<file path="src/rtl/dm_arb_pkg.sv">
// Shared types and constants for the DataMemory arbiter: FSM state encoding,
// port count, word-alignment mask and the latched request record.
package dm_arb_pkg;

    typedef enum logic [1:0] {
        IDLE   = 2'd0,
        ACCESS = 2'd1,
        RESP   = 2'd2
    } dm_state_e;

    localparam int          NUM_PORTS       = 2;
    localparam logic [31:0] WORD_ALIGN_MASK = 32'hFFFF_FFFC;

    typedef struct packed {
        logic        write;
        logic [31:0] addr;
        logic [31:0] wdata;
    } dm_req_t;

    function automatic logic [31:0] align_addr(input logic [31:0] addr);
        return addr & WORD_ALIGN_MASK;
    endfunction

endpackage

</file>
<file path="src/rtl/dm_arb_picker.sv">
// Combinational winner select between the two requesters.
// ARB_ROUND_ROBIN_EN: ties go to the port that did not win last; otherwise port 0 wins ties.
module dm_arb_picker
    import dm_arb_pkg::*;
(
    input  logic [NUM_PORTS-1:0] req_valid,
    input  logic                 last_grant,
    output logic                 grant_valid,
    output logic                 grant_idx
);

`ifndef ARB_ROUND_ROBIN_EN
    logic unused_last_grant_s;
    assign unused_last_grant_s = last_grant;
`endif

    // Winner selection: a lone requester always wins, ties resolved by build mode
    always_comb begin
        grant_valid = |req_valid;
        grant_idx   = 1'b0;
        if (req_valid == 2'b11) begin
`ifdef ARB_ROUND_ROBIN_EN
            grant_idx = ~last_grant;
`else
            grant_idx = 1'b0;
`endif
        end else if (req_valid[1]) begin
            grant_idx = 1'b1;
        end else begin
            grant_idx = 1'b0;
        end
    end

endmodule

</file>
<file path="src/rtl/data_memory_arbiter.sv">
// Shares the single-port DataMemory between the CPU MEM stage (port 0) and the
// debug/loader port (port 1), one transaction at a time. Tie policy: ARB_ROUND_ROBIN_EN.
module data_memory_arbiter
    import dm_arb_pkg::*;
#(
    parameter int MEM_WORDS  = 1024,
    parameter int DATA_WIDTH = 32,
    parameter int ADDR_WIDTH = 32
) (
    input  logic                  clock,
    input  logic                  reset,
    input  logic                  p0_req_valid,
    output logic                  p0_req_ready,
    input  logic                  p0_req_write,
    input  logic [ADDR_WIDTH-1:0] p0_req_addr,
    input  logic [DATA_WIDTH-1:0] p0_req_wdata,
    output logic                  p0_rsp_valid,
    input  logic                  p0_rsp_ready,
    output logic [DATA_WIDTH-1:0] p0_rsp_rdata,
    output logic                  p0_rsp_error,
    input  logic                  p1_req_valid,
    output logic                  p1_req_ready,
    input  logic                  p1_req_write,
    input  logic [ADDR_WIDTH-1:0] p1_req_addr,
    input  logic [DATA_WIDTH-1:0] p1_req_wdata,
    output logic                  p1_rsp_valid,
    input  logic                  p1_rsp_ready,
    output logic [DATA_WIDTH-1:0] p1_rsp_rdata,
    output logic                  p1_rsp_error,
    output logic [ADDR_WIDTH-1:0] mem_address,
    output logic                  mem_writeEnabled,
    output logic [DATA_WIDTH-1:0] mem_writeInput,
    input  logic [DATA_WIDTH-1:0] mem_readResult
);

    localparam logic [1:0] S_IDLE   = IDLE;
    localparam logic [1:0] S_ACCESS = ACCESS;
    localparam logic [1:0] S_RESP   = RESP;
    localparam logic [ADDR_WIDTH-1:0] ADDR_LIMIT = ADDR_WIDTH'(MEM_WORDS * 4);

    logic [1:0]            state_q, state_d;
    dm_req_t               req_q, req_d;
    logic                  grant_q, grant_d;
    logic                  last_grant_q, last_grant_d;
    logic [DATA_WIDTH-1:0] rdata_q, rdata_d;
    logic                  error_q, error_d;

    logic                  grant_valid_s;
    logic                  grant_idx_s;
    dm_req_t               win_req_s;
    logic                  in_range_s;
    logic                  rsp_ready_s;

    dm_arb_picker u_picker (
        .req_valid   ({p1_req_valid, p0_req_valid}),
        .last_grant  (last_grant_q),
        .grant_valid (grant_valid_s),
        .grant_idx   (grant_idx_s)
    );

    // Winning request payload, word-aligned, plus its range check
    always_comb begin
        if (grant_idx_s) begin
            win_req_s.write = p1_req_write;
            win_req_s.addr  = align_addr(p1_req_addr);
            win_req_s.wdata = p1_req_wdata;
        end else begin
            win_req_s.write = p0_req_write;
            win_req_s.addr  = align_addr(p0_req_addr);
            win_req_s.wdata = p0_req_wdata;
        end
        in_range_s  = (win_req_s.addr < ADDR_LIMIT);
        rsp_ready_s = grant_q ? p1_rsp_ready : p0_rsp_ready;
    end

    // Next-state and datapath update; req_q only moves on an in-range accept so the
    // memory-side address/data hold their last value otherwise
    always_comb begin
        state_d      = state_q;
        req_d        = req_q;
        grant_d      = grant_q;
        last_grant_d = last_grant_q;
        rdata_d      = rdata_q;
        error_d      = error_q;
        case (state_q)
            S_IDLE: begin
                if (grant_valid_s) begin
                    grant_d      = grant_idx_s;
                    last_grant_d = grant_idx_s;
                    rdata_d      = {DATA_WIDTH{1'b0}};
                    if (in_range_s) begin
                        req_d   = win_req_s;
                        error_d = 1'b0;
                        state_d = S_ACCESS;
                    end else begin
                        error_d = 1'b1;
                        state_d = S_RESP;
                    end
                end else begin
                    state_d = S_IDLE;
                end
            end
            S_ACCESS: begin
                rdata_d = req_q.write ? {DATA_WIDTH{1'b0}} : mem_readResult;
                state_d = S_RESP;
            end
            S_RESP: begin
                if (rsp_ready_s) begin
                    rdata_d = {DATA_WIDTH{1'b0}};
                    error_d = 1'b0;
                    state_d = S_IDLE;
                end else begin
                    state_d = S_RESP;
                end
            end
            default: begin
                state_d = S_IDLE;
            end
        endcase
    end

    // State and datapath registers
    always_ff @(posedge clock or negedge reset) begin
        if (!reset) begin
            state_q      <= S_IDLE;
            req_q        <= '{write: 1'b0, addr: 32'd0, wdata: 32'd0};
            grant_q      <= 1'b0;
            last_grant_q <= 1'b1;
            rdata_q      <= {DATA_WIDTH{1'b0}};
            error_q      <= 1'b0;
        end else begin
            state_q      <= state_d;
            req_q        <= req_d;
            grant_q      <= grant_d;
            last_grant_q <= last_grant_d;
            rdata_q      <= rdata_d;
            error_q      <= error_d;
        end
    end

    // Write enable derives from state so an asynchronous reset kills it at once
    always_comb begin
        p0_req_ready     = reset && (state_q == S_IDLE) && grant_valid_s && !grant_idx_s;
        p1_req_ready     = reset && (state_q == S_IDLE) && grant_valid_s &&  grant_idx_s;
        p0_rsp_valid     = (state_q == S_RESP) && !grant_q;
        p1_rsp_valid     = (state_q == S_RESP) &&  grant_q;
        p0_rsp_rdata     = grant_q ? {DATA_WIDTH{1'b0}} : rdata_q;
        p1_rsp_rdata     = grant_q ? rdata_q : {DATA_WIDTH{1'b0}};
        p0_rsp_error     = error_q && !grant_q;
        p1_rsp_error     = error_q &&  grant_q;
        mem_address      = req_q.addr;
        mem_writeInput   = req_q.wdata;
        mem_writeEnabled = (state_q == S_ACCESS) && req_q.write;
    end

endmodule
</file>
<file path="config.mk">
export PLATFORM = sky130hd
export DESIGN_NAME = data_memory_arbiter
export DESIGN_NICKNAME = d
export VERILOG_FILES = /design/src/rtl/dm_arb_pkg.sv /design/src/rtl/dm_arb_picker.sv /design/src/rtl/data_memory_arbiter.sv
export SDC_FILE = /design/constraint.sdc
export NUM_CORES = 1
export LEC_CHECK = 0
export BUFFER_PORTS_ARGS = -buffer_cell sky130_fd_sc_hd__buf_2
export CAP_MARGIN = 10
export CORE_ASPECT_RATIO = 0.9
export CORE_UTILIZATION = 30
export CTS_CLUSTER_DIAMETER = 60
export DETAILED_ROUTE_END_ITERATION = 16
export PLACE_DENSITY_LB_ADDON = 0.1
export SLEW_MARGIN = 20
export SYNTH_ARGS = -nofsm -noshare
export SYNTH_HDL_FRONTEND = slang
export SYNTH_SLANG_ARGS = --single-unit
</file>
<file path="constraint.sdc">
create_clock -name clock -period 3.6 [get_ports clock]
set_input_delay 0.72 -clock clock [delete_from_list [all_inputs] [get_ports clock]]
set_output_delay 0.72 -clock clock [all_outputs]
set_load 0.005 [all_outputs]
</file>
# Yosys cells after proc, flatten, opt, wreduce, memory -nomap -nowiden
# Cells that the tools add are included.
# word_totals
register_bits,101
latchBits,0
ramBits,0
mem_bits_ro,0
inputBits,168
output_inout_bits,135
wordCells,50
mem_count,0
# classes
add_sub_neg,0
multipliers,0
div,0
n_lt_le_gt_ge,1
n_eq_ne,5
shifts,0
muxes,18
bitwise_logic,0
reduce_logical,19
# ops
cell,n
$mux 32,5
$pmux 32 s3,1
$mux 65,1
$lt 32x13->1 const B,1
$logic_and 1x1->1,9
$reduce_and 3->1,3
$mux 1,6
$mux 2,3
$pmux 2 s3,1
$eq 2x2->1 const B,2
$ne 2x2->1 const B,2
$reduce_bool 3->1,1
$eq 2x1->1 const B,1
$logic_not 1->1,2
$logic_not 2->1,1
$pmux 1 s2,1
$reduce_and 2->1,1
$reduce_bool 2->1,1
$reduce_or 2->1,1

# Depth between registers and ports, before layout
# Gate-level depths: netlist of run 1.
# logic_depth
word_depth,7
mapped_depth,6
ltp_nobuf,4

# Hierarchy
# From an unflattened synthesis of run 1, not the netlist that was laid out.
# hier_totals
cells_unflattened,441
hier_area_um2,5154.9
# modules_own_cells
module,n_inst,cells_each,area_each_um2,seq_area_each_um2
data_memory_arbiter,1,439,5142.4,2503.7
dm_arb_picker,1,2,12.5,0.0

# Worst setup path after synthesis of run 1
# No wires, ideal clock.
# synth_timing
path_kind,input to register
start,in p0_req_addr[29]
end,reg req_q (netlist bit mem_writeInput[22])
setup_time_ns,0.125
t_arrival_ns,2.171
setup_slack_ns,1.305
path_stages,5
path_cell_list,nor4_1 nand3_1 o32ai_4 buf_6 mux2_2
# synth_between
elab_chain_len,3
# synth_lines
item,line,rtl
from (decl),data_memory_arbiter.sv:15,"input logic [ADDR_WIDTH-1:0] p0_req_addr,"
$mux 65,data_memory_arbiter.sv:63,if (grant_idx_s) begin
$lt 32x13->1,data_memory_arbiter.sv:72,in_range_s = (win_req_s.addr < ADDR_LIMIT);
$reduce_and 3->1 (no source line),--,
to (signal assigned),data_memory_arbiter.sv:126,"req_q <= '{write: 1'b0, addr: 32'd0, wdata: 32'd0};"
to (signal assigned),data_memory_arbiter.sv:133,req_q <= req_d;
to (decl),data_memory_arbiter.sv:42,"dm_req_t req_q, req_d;"
# Every way passes these cells.
# A chain may end at the register's enable or synchronous reset.

# Worst setup path in the final report of run 1
# layout_timing
start,in p1_req_valid
end,out p1_req_ready
# layout_between
elab_chain_len,3
# layout_lines
item,line,rtl
from (decl),data_memory_arbiter.sv:21,"input logic p1_req_valid,"
$eq 2x2->1 (tied with other cells),dm_arb_picker.sv:21,if (req_valid == 2'b11) begin
$mux 1 / $logic_and 1x1->1 (equally long branches),"dm_arb_picker.sv:21, data_memory_arbiter.sv:144",
$logic_and 1x1->1 *,data_memory_arbiter.sv:144,p1_req_ready = reset && (state_q == S_IDLE) && grant_valid_s && grant_idx_s;
to (decl),data_memory_arbiter.sv:22,"output logic p1_req_ready,"
# Mark *: on every way between the ends. The rest lies on a longest branch, timed or not.

==> results.yml, run 1 <==
yosys:
  synthMuxAreaShare_pct: 9.63
  ys_warn_count: 0
  syn-cell-area_um2: 5220
  syn_avg_cell_area_um2: 9.74
  yosysSeqAreaShare_pct: 47.4
  synth_top_cell_area_share_pct: 47.4
  synthCells: 536
  synth-seq-cells: 99
  synth.area.top_cells: "dfrtp_1, nand2_1, buf_4, mux2_2, and2_1"
  yosysMostFrequentCell: "nand2_1"
  synth_common_cells: "nand2_1, dfrtp_1, buf_4, and2_1, mux2_2"
  synth_xor_area_share_pct: 0
  synth_top_family_by_area: "simple AND/OR/NAND/NOR gates"
  synth_ff_type: "dfrtp_1"
  yosys.area_share.adder_pct: 0
  synth.distinct_cells: 32
  synth_edf_count: 0
  synthSimpleGateAreaFrac_pct: 23.8
  synth_top_area_cell: "dfrtp_1"
  synth_compound_area_share_pct: 7.05
  async_flop_share_pct: 100
grt:
  antenna_found_initial: 0
  grt_pass1_wl_mm: 21.8
  overflow: 0
  grt_max_degree: 70
  grt_usage_pct: 15.7
  grt_pass1_vias: 4195
detailed_routing:
  wl_met1_mm: 6.01
  via_per_inst: 4.42
  ant_nets: 0
  wl_mm: 14.1
  wl_met2_mm: 6.83
  first_pass_iters: 4
  drt_iter0_drc: 129
  vias: 4413
  highest_layer: "met4"
  wl_per_cell_um: 14.1
  route.met3.wl_um: 974
  drc: 0
worst_setup_path:
  crit_top_cell: "buf_2"
  start_kind: "primary input"
  crit_slowest_cell: "nor2b_4"
  worst-path-buf-inv: 3
  worstSetupEndpoint: "p1_req_ready"
  r2r-start: "state_q[0]"
  crit_family: "buffers and inverters"
  crit_path_end_kind: "output pin"
  cp-startpoint: "p1_req_valid"
  worstReg2RegEnd: "mem_writeInput[18]"
  worst-path-stages: 5
  reg2reg_slack_ps: 1350
  slowest_delay_ps: 340
  path_cells: "buf_2 > nor2b_4 > buf_4 > and3_1 > buf_2"
  reg2reg_depth: 5
  required_ps: 2880
  cp_max_fo: 15
  critical_path_class: "primary input to output pin"
  critPathArrivalTime_ps: 1790
timing:
  hold_viol: 0
  max_clock_freq_mhz: 398
  worst_slew_pin_slew_ps: 884
  setup_tns_ps: 0
  fin_worst_skew_ps: 6.84
  fin_crit_ps: 2510
  final_max_slew_viol_count: 0
  rsz0062_at_grt: "no"
  setup_viol: 0
  layout_setup_ws_ps: 1090
  fin_crit_sh_pct: 69.8
  maxSlewHeadroom_pct: 41.1
clocking:
  post_cts_resized: 0
  hold_buffers: 0
  clock-sinks: 99
  clk_pin_slew_ps: 70
  numCtsBuffers: 9
  clock_latency_ps: 350
  cts.htree.levels: 3
  cts_tree: "built"
  cts_setup_buffers: 0
  cts_root_buf: "clkbuf_16"
  clk_path_buf_depth: 2
outcome:
  outcome: "complete, no violations"
place:
  port-buffer-count: 296
  gp_congestion: 0.811
  hpwl_mm: 10.8
  dpl_worst_slack_ps: 758
cells_and_area:
  drive_above_1_share_pct: 47.9
  areaGrowthSynthToFinish_pct: 29.5
  diodes: 0
  final_net_count: 927
floorplanning:
  io_pins: 303
  design.die.area_um2: 17900
  fp.dieH_um: 127
  fp.dieW_um: 141
  fp.coreArea_um2: 16900
  row_count: 45
  initial_core_util_pct: 30.8
power_and_ir_drop:
  p_per_area_nw_per_um2: 383
  leakagePower_nw: 3.98
  ir_drop_mv: 0.286
min_path:
  hold_path.class: "primary input to asynchronous set/reset pin"
run:
  maxCapViolations: 0
-- state kept, by name (all words and copies together), names as in the netlist --
register	flops
req_q	1
mem_address	30
state_q	2
mem_writeInput	32
grant_q	1
error_q	1
rdata_q	32
-- cell type report --
cell class / count / area [µm²]
fillers: 1711 / 10200
flip-flops and latches: 99 / 2480
multi-input cells: 343 / 2130
repair buffers: 304 / 1540
well taps: 235 / 294
clock buffers: 10 / 229
clock inverters: 6 / 71.3
inverters: 2 / 7.51
-- routing by layer --
| layer | up-vias | track usage (%) |
|---|---|---|
| met3 | 16 | 4.54 |
| met2 | 179 | 26.6 |
| li1 | 2152 | - |
| met4 | 0 | 5.63 |
| met5 | - | 0 |
| met1 | 2066 | 19.1 |
-- how the worst min path moves through the flow --
stage	from	to	slack [ps]	cells past startpoint
final	reset	state_q[0]	300	1
after detailed placement	mem_address[23]	mem_address[23]	470	1
after CTS	reset	state_q[0]	310	1
after floorplan	reset	error_q	420	0
after global placement	mem_address[20]	mem_address[20]	470	1
after global routing	reset	mem_address[4]	330	1
-- worst register-to-register path: cells and delay by family (launching register included) --
kind	cells	cell delay (ps)
multiplexers	1	410
buffers and inverters	1	420
flip-flops	1	420
AND/OR/NAND/NOR	1	390
AO/OA/AOI/OAI	2	490
-- cells in the final DEF (no fill, tap or decap), drive strengths merged, types with 3 or more instances in the layout --
| cell | n |
|---|---|
| nand2b | 3 |
| mux2 | 42 |
| mux2i | 3 |
| buf | 304 |
| clkbuf | 10 |
| inv | 5 |
| nor2 | 9 |
| dfrtp | 99 |
| and2 | 53 |
| a22o | 32 |
| nor2b | 34 |
| nor4 | 15 |
| nand2 | 131 |
-- stage by stage --
stage / util, % / hold WS (ps) / cells / cell area [µm²] / total power, mW
after floorplan: - / 424 / 537 / 5230 / 1.43
final: 39.9 / 304 / 999 / 6760 / 2.59
after global placement: 38.1 / 466 / 983 / 6460 / 1.64
after detailed placement: 38.1 / 465 / 983 / 6460 / 1.65
after global routing: 39.9 / 328 / 999 / 6760 / 2.74
after CTS: 39.9 / 308 / 999 / 6760 / 2.65
-- cells by family after synthesis --
logic type	Yosys count
and+or+nand+nor	255
DFF	99
buffers and inverters	95
muxes	45
AOI/OAI and AO/OA	41
other	1
-- where the power goes --
group,leakage [nW],internal [mW],switching (mW)
sequential,1.37,1.13,0.0790
clock,0.140,0.546,0.425
combinational,2.47,0.160,0.250
Note: power is estimated with default switching activity, not from simulation.
==> run 2: changes to the inputs <==
==> constraint.sdc (replaced) <==
create_clock -name clock -period 2.6 [get_ports clock]
set_input_delay 0.52 -clock clock [delete_from_list [all_inputs] [get_ports clock]]
set_output_delay 0.52 -clock clock [all_outputs]
set_load 0.005 [all_outputs]
==> run 2 against run 1 <==
Sequential cell count stayed put. First-iteration DRC count is 3.1% higher. Total power is 46% higher. Count of clock-buffer cells in the layout is 1 lower. Largest cell class unchanged.
==> results.yml, run 2 (synthesis results as in run 1) <==
worst_setup_path:
  reg2reg_depth: 5
  cp_max_fo: 45
  start_kind: "primary input"
  critical_path_class: "primary input to output pin"
  critPathArrivalTime_ps: 1640
  crit_path_end_kind: "output pin"
  required_ps: 2080
detailed_routing:
  wl_mm: 14.4
  ant_nets: 0
  drt_iter0_drc: 133
  via_per_inst: 4.44
  vias: 4446
  drc: 0
  first_pass_iters: 4
  wl_per_cell_um: 14.4
floorplanning:
  fp.coreArea_um2: 16900
  initial_core_util_pct: 30.8
  fp.dieH_um: 127
  fp.dieW_um: 141
  design.die.area_um2: 17900
  io_pins: 303
  row_count: 45
clocking:
  cts_setup_buffers: 0
  cts_root_buf: "clkbuf_16"
  numCtsBuffers: 9
  clock_latency_ps: 350
  clock-sinks: 99
  clk_pin_slew_ps: 70
  cts.htree.levels: 3
  post_cts_resized: 0
  hold_buffers: 0
  clk_path_buf_depth: 2
  cts_tree: "built"
power_and_ir_drop:
  ir_drop_mv: 0.369
  power_mw: 3.78
  p_per_area_nw_per_um2: 552
  leakagePower_nw: 4.03
grt:
  grt_pass1_vias: 4291
  grt_max_degree: 69
  antenna_found_initial: 0
  grt_pass1_wl_mm: 22.4
  grt_usage_pct: 16.2
  overflow: 0
timing:
  fin_crit_sh_pct: 83.2
  setup_viol: 0
  final_max_slew_viol_count: 0
  maxSlewHeadroom_pct: 52.4
  fin_worst_skew_ps: 9.06
  worst_slew_pin_slew_ps: 713
  max_clock_freq_mhz: 462
  setup_tns_ps: 0
  timing.hold.ws_ps: 278
  hold_viol: 0
  rsz0062_at_grt: "no"
  fin_crit_ps: 2160
cells_and_area:
  areaGrowthSynthToFinish_pct: 31.2
  stdcell_area_um2: 6850
  drive_above_1_share_pct: 48.2
  nFillCells: 1714
  final_common_cell: "buf_2"
  diodes: 0
  seqCellArea_um2: 2480
  final_cell_mix: "buf_2, nand2_1, dfrtp_1"
  multi_input_area_um2: 2130
  final_net_count: 931
min_path:
  hold_path.class: "primary input to asynchronous set/reset pin"
place:
  hpwl_mm: 11.1
  gp_congestion: 0.801
  port-buffer-count: 296
  dpl_cell_area_um2: 6510
outcome:
  outcome: "complete, no violations"
run:
  maxCapViolations: 0
==> run 2: changes by cell type in the layout (fill, tap and decap cells not counted), sizes merged <==
cell / previous run / this run
buf: 304 / 308
bufinv: 1 / 3
clkbuf: 10 / 9
clkinv: 0 / 2
clkinvlp: 2 / 0
inv: 5 / 3
==> run 2: power by group <==
group	leakage, nW	internal [mW]	switching, mW
registers	1.37	1.57	0.0268
logic	2.50	0.235	0.434
clock network	0.166	0.939	0.583
==> run 2: area by class of cell <==
class / count / share of cell area (%)
Sequential cell: 99 / 36.2
Multi-Input combinational cell: 343 / 31.2
Timing Repair Buffer: 308 / 23.3
Tap cell: 235 / 4.29
Clock buffer: 9 / 3.29
Clock inverter: 6 / 1.64
Inverter: 2 / 0.110
==> run 2: metal layers <==
metal,up-vias,wire [µm],GRT usage [%]
li1,2158,-,-
met1,2113,6270,19.8
met2,164,7070,27.5
met3,11,916,4.50
met4,0,178,4.99
met5,-,0,0
==> run 2: worst max-delay path, stage by stage <==
cell	delay (ps)
buf_2	150
nor2b_4	170
buf_4	440
and3_1	230
buf_2	120
==> run 2: worst paths after layout <==
kind / slack, ps / startpoint / to
worst max-delay path: 440 / p1_req_valid / p1_req_ready
worst min-delay path: 280 / reset / state_q[0]
worst max register to register: 700 / state_q[0] / mem_writeInput[28]
worst min register to register: 480 / mem_address[30] / mem_address[30]
max in group asynchronous: 1780 / reset / mem_address[10]
min in group clock: 400 / mem_readResult[19] / rdata_q[19]
==> run 2: per-stage QoR <==
step	util, %	setup WS [ps]	cells
detailed placement	38.4	157	987
floorplan	-	505	537
finish	40.4	436	1002
global route	40.4	268	1002
CTS	40.4	400	1002
global placement	38.4	175	987
